## src/rtl/store_narrow_unit.sv

```systemverilog
// rtl/store_narrow_unit.sv - MEM-stage store narrower with lane placement and req/ack memory write
//
// Purpose: narrows a 32-bit store value to byte/half/word, places it on the
// memory byte lanes with byte enables, and performs a request/acknowledge
// write to data memory, stalling the pipeline while the write is outstanding.
//
// Optional feature macro: STORE_MISALIGN_TRAP_EN (trap misaligned half/word
// stores instead of silently masking the low address bits).
//
// Parameters:
//   BIG_ENDIAN   1 = byte offset k on lane 3-k, 0 = offset k on lane k
//   ACK_TIMEOUT  REQ cycles without memAck before abort (1..65535)
//
// Ports:
//   clk, rst_n                  clock, synchronous active-low reset
//   storeValid/storeReady       store handshake from the MEM stage
//   storeSize                   00 byte, 01 half, 10 word, 11 reserved
//   address, writeData          store byte address and rt value
//   memAddr/memWdata/memByteEn  registered word address, lane data, enables
//   memReq/memAck               data-memory write handshake
//   stall                       high whenever a write is outstanding
//   storeDone/busError          one-cycle completion / error pulses
//   misalignFault               one-cycle misaligned-store trap pulse
module store_narrow_unit #(
  parameter int BIG_ENDIAN  = 1,
  parameter int ACK_TIMEOUT = 255
) (
  input  logic        clk,
  input  logic        rst_n,
  input  logic        storeValid,
  output logic        storeReady,
  input  logic [1:0]  storeSize,
  input  logic [31:0] address,
  input  logic [31:0] writeData,
  output logic [31:0] memAddr,
  output logic [31:0] memWdata,
  output logic [3:0]  memByteEn,
  output logic        memReq,
  input  logic        memAck,
  output logic        stall,
  output logic        storeDone,
  output logic        busError,
  output logic        misalignFault
);

  typedef enum logic {IDLE, REQ} state_t;

  // Timeout fires on the REQ cycle whose count is ACK_TIMEOUT-1, so the
  // request is held for exactly ACK_TIMEOUT cycles.
  localparam logic [15:0] TO_LAST = 16'(ACK_TIMEOUT - 1);

  state_t      state;
  logic [15:0] cnt;

  logic [1:0]  byte_lane;
  logic [31:0] wdata_n;
  logic [3:0]  be_n;
  logic        trap_hit;

  assign storeReady = (state == IDLE);
  assign stall      = (state != IDLE);

  // 3-k on two bits is simply the bitwise complement of k.
  assign byte_lane = (BIG_ENDIAN != 0) ? ~address[1:0] : address[1:0];

  always_comb begin
    wdata_n = writeData;
    be_n    = 4'b1111;
    case (storeSize)
      2'b00: begin
        wdata_n = {4{writeData[7:0]}};
        be_n    = 4'b0001 << byte_lane;
      end
      2'b01: begin
        wdata_n = {2{writeData[15:0]}};
        // Only address[1] selects the halfword; address[0] is masked.
        if ((BIG_ENDIAN != 0) ? !address[1] : address[1])
          be_n = 4'b1100;
        else
          be_n = 4'b0011;
      end
      default: begin
        wdata_n = writeData;
        be_n    = 4'b1111;
      end
    endcase
  end

`ifdef STORE_MISALIGN_TRAP_EN
  assign trap_hit = ((storeSize == 2'b01) && address[0]) ||
                    ((storeSize == 2'b10) && (address[1:0] != 2'b00));

  always_ff @(posedge clk) begin
    if (!rst_n)
      misalignFault <= 1'b0;
    else
      misalignFault <= (state == IDLE) && storeValid && trap_hit;
  end
`else
  assign trap_hit      = 1'b0;
  assign misalignFault = 1'b0;
`endif

  always_ff @(posedge clk) begin
    if (!rst_n) begin
      state     <= IDLE;
      cnt       <= 16'd0;
      memAddr   <= 32'd0;
      memWdata  <= 32'd0;
      memByteEn <= 4'd0;
      memReq    <= 1'b0;
      storeDone <= 1'b0;
      busError  <= 1'b0;
    end else begin
      storeDone <= 1'b0;
      busError  <= 1'b0;
      case (state)
        IDLE: begin
          if (storeValid) begin
            if (storeSize == 2'b11) begin
              busError <= 1'b1;
            end else if (!trap_hit) begin
              memAddr   <= {address[31:2], 2'b00};
              memWdata  <= wdata_n;
              memByteEn <= be_n;
              memReq    <= 1'b1;
              cnt       <= 16'd0;
              state     <= REQ;
            end
          end
        end
        REQ: begin
          // Ack has priority over a timeout landing in the same cycle.
          if (memAck) begin
            memReq    <= 1'b0;
            storeDone <= 1'b1;
            cnt       <= 16'd0;
            state     <= IDLE;
          end else if (cnt == TO_LAST) begin
            memReq   <= 1'b0;
            busError <= 1'b1;
            cnt      <= 16'd0;
            state    <= IDLE;
          end else begin
            cnt <= cnt + 16'd1;
          end
        end
        default: state <= IDLE;
      endcase
    end
  end

endmodule

```

## config.mk

```make
export PLATFORM = sky130hd
export DESIGN_NAME = store_narrow_unit
export DESIGN_NICKNAME = d
export VERILOG_FILES = /design/src/rtl/store_narrow_unit.sv
export SDC_FILE = /design/constraint.sdc
export NUM_CORES = 1
export LEC_CHECK = 0
export BUFFER_PORTS_ARGS = -buffer_cell sky130_fd_sc_hd__clkbuf_2
export CORE_MARGIN = 8
export CORE_UTILIZATION = 45
export DETAILED_ROUTE_END_ITERATION = 10
export PLACE_DENSITY_LB_ADDON = 0.25
export SLEW_MARGIN = 10
export SYNTH_ARGS = -nofsm -noshare
export SYNTH_HDL_FRONTEND = slang
export SYNTH_SLANG_ARGS = --single-unit
```

## constraint.sdc

```tcl
create_clock -name clk -period 3.05 [get_ports clk]
set_input_delay 0.61 -clock clk [delete_from_list [all_inputs] [get_ports clk]]
set_output_delay 0.61 -clock clk [all_outputs]
set_load 0.02 [all_outputs]
```

==> metrics.yaml <==
clocking:
  clk_latency_ns: 0.35
  cts_hold_buf: 0
  cts_made_buffers: 9
  cts_resized: 0
  cts_tree: "yes"
  h-tree-depth: 3
  post-cts-setup-buffer-count: 0
  root_buffer: "clkbuf_8"
  cts_buffer_depth: 2
  cts.sinks: 86
  clkSlewWorstSetupHoldPaths_ns: 0.09
route:
  ant_nets: 0
  vias: 3403
  viasPerCell: 5.06
  drt_pass1_iterations: 4
  drtIter0Drc: 118
  wl_microns: 9980
  drc: 0
  wire_per_inst_microns: 14.8
power:
  p_leak_nw: 1.97
  seq_power_share_pct: 50.6
  power.internal_mw: 1.71
  pwr-share-comb_pct: 16.4
  irDropWorstVdd_v: 0.000410
  p_switching_mw: 0.709
  powerDensity_nw_per_um2: 533
  switching_share_pct: 29.4
  clock_power_share_pct: 33.0
  finalPower_mw: 2.42
global_routing:
  grt_usage_pct: 17.8
  grt_pass1_wl_microns: 16300
  antenna_found_initial: 0
  grt_max_degree: 69
  grt_overflow: 0
  grt_pass1_vias: 3390
floorplanning:
  initial_core_util_pct: 46.6
  dieArea_sq_um: 11100
  die_y_microns: 105
  die_w_microns: 105
  row_count: 32
  io_pins: 144
  core-area_sq_um: 7730
final_layout:
  final_cell_count_no_fill: 672
  fill_cells: 742
  syn2layout_area_growth_pct: 25.8
  final_net_count: 637
  n_antenna_cell: 0
  drive_gt1_share_pct: 31.1
  seq_area_sq_um: 1720
  multi_input_area_sq_um: 1700
setup_path:
  cp.required_ns: 2.44
  startpoint: "stall"
  worstRegToRegCells: 6
  r2r_end: "cnt[5]"
  critPathCaptureType: "output pin"
  cp.arrival_ns: 1.48
  r2r_setup_slack_ns: 1.17
  startpoint_type: "flop"
  crit_type: "reg -> out"
  crit_fanout: 13
  r2r_start: "cnt[0]"
timing:
  rsz0062_at_grt: "no"
  fin_crit_sh_pct: 68.4
  fin_tns_setup_ns: 0
  hold_violations: 0
  max_slew_margin_pct: 52.8
  final_max_slew_viol_count: 0
  max_freq_mhz: 479
  setup_viol: 0
  skew_ns: 0.00687
  max_slew.worst_pin.slew_ns: 0.708
  fin_crit_ns: 2.09
placement:
  hpwl_microns: 7320
  gp_congestion: 0.829
  io_buffers: 140
  placedCellCount: 656
flow_run:
  maxCapViolCount: 0
yosys:
  async_flop_share_pct: 0
  synth_largest_area_cell: "dfxtp_1"
  ys_seq_area_share_pct: 47.8
  avgSynthCellArea_sq_um: 8.22
  synth_area_leaders: "dfxtp_1 (48%), nand2_1 (12%), a21oi_1 (7.9%)"
  synth_cell_types: 40
  ys.flop_type: "dfxtp_1"
  synth-warning-count: 0
  synth_top_cell_area_share_pct: 47.8
  synth_edf_count: 0
  syn_inst: 438
  ys_seq_elements: 86
  syn_area_sq_um: 3600
min_path:
  min_path_type: "reg -> reg"
  hold_depth: 2
  worstHoldStart: "memAddr[15]"
  hold_end: "memAddr[15]"
status:
  status: "completed"
[placed cells by master (no fill, tap or decap), drive strengths merged, types with 8 or more instances in the layout]
master,netlist,layout
clkbuf,16,150
nand2,114,114
dfxtp,86,86
a21oi,58,58
nor2,30,30
o21ai,27,27
mux2i,16,16
a211oi,10,10
a311oi,10,10
inv,6,8
[per-layer routing]
layer / global-route usage (%) / vias to the layer above / routed length [microns] / part of all wire [%]
met1: 20.3 / 1541 / 4210 / 42
met2: 29.5 / 99 / 4810 / 48
met3: 6.33 / 13 / 783 / 7.8
met4: 7.44 / 0 / 167 / 1.7
li1: - / 1750 / - / -
met5: 0 / - / 0 / 0
[flip-flops by register name, indices dropped and copies added, names as in the netlist]
signal,flops
busError,1
cnt,16
memAddr,30
memByteEn,4
memReq,1
memWdata,32
stall,1
storeDone,1
[cells in the mapped netlist, types with 2 or more instances]
library cell  instances
mux2i_1              16
o211ai_4              2
o31ai_1               2
clkbuf_1             16
or3_1                 5
and2_1                2
inv_1                 6
xor2_1                7
nand4_1               3
o21ai_0              27
ha_1                  2
a211oi_1             10
a311oi_1             10
nor3_1                2
nand2_2               2
dfxtp_1              86
a21oi_1              57
o211ai_1              2
nand2_1             112
and3_1                2
o2111ai_1             3
nand2b_1              2
buf_4                 5
nor2_1               30
buf_2                12
[worst max-delay path by stage]
| stage | cells after the start | to | slack, ns |
|---|---|---|---|
| floorplan | 5 | cnt[15] | 1.34 |
| global placement | 6 | memWdata[8] | 1.10 |
| detailed placement | 6 | memWdata[22] | 1.03 |
| CTS | 2 | storeReady | 0.93 |
| global route | 2 | storeReady | 0.88 |
| finish | 2 | storeReady | 0.96 |
[power by group through the flow]
stage / logic (mW) / registers, mW / clock network, mW
final: 0.397 / 1.22 / 0.797
after global routing: 0.438 / 1.23 / 0.863
after CTS: 0.403 / 1.22 / 0.822
after detailed placement: 0.402 / 1.25 / 0
after global placement: 0.396 / 1.25 / 0
after floorplan: 0.178 / 1.32 / 0
[area by class of cell]
| type | instances | share of cell area (%) |
|---|---|---|
| flip-flops and latches | 86 | 38.0 |
| multi-input cells | 314 | 37.6 |
| repair buffers | 147 | 16.6 |
| clock buffers | 10 | 2.82 |
| well taps | 102 | 2.82 |
| clock inverters | 6 | 1.55 |
| inverters | 7 | 0.580 |
[critical path: stages, from the launching register on]
cell,delay [ns]
dfxtp_1,0.70
inv_1,0.22
clkbuf_2,0.21
[per-stage QoR]
stage / util, % / hold slack (ns) / area, sq um / setup slack (ns)
3_5_place_dp: 56.1 / 0.446 / 4330 / 1.03
6_report: 58.6 / 0.455 / 4530 / 0.963
3_3_place_gp: 56.1 / 0.441 / 4330 / 1.10
4_1_cts: 58.6 / 0.453 / 4530 / 0.926
2_1_floorplan: - / 0.465 / 3610 / 1.34
5_1_grt: 58.6 / 0.467 / 4530 / 0.877
[logic make-up after synthesis]
group,share of synthesized area (%)
adders and majority gates,0.695
muxes,4.45
DFF,47.8
and+or+nand+nor,20.4
buffers and inverters,5.11
xor gates and xnor gates,1.70
AOI/OAI and AO/OA,19.7
other,0.104
Power figures use the tool's default switching activity.
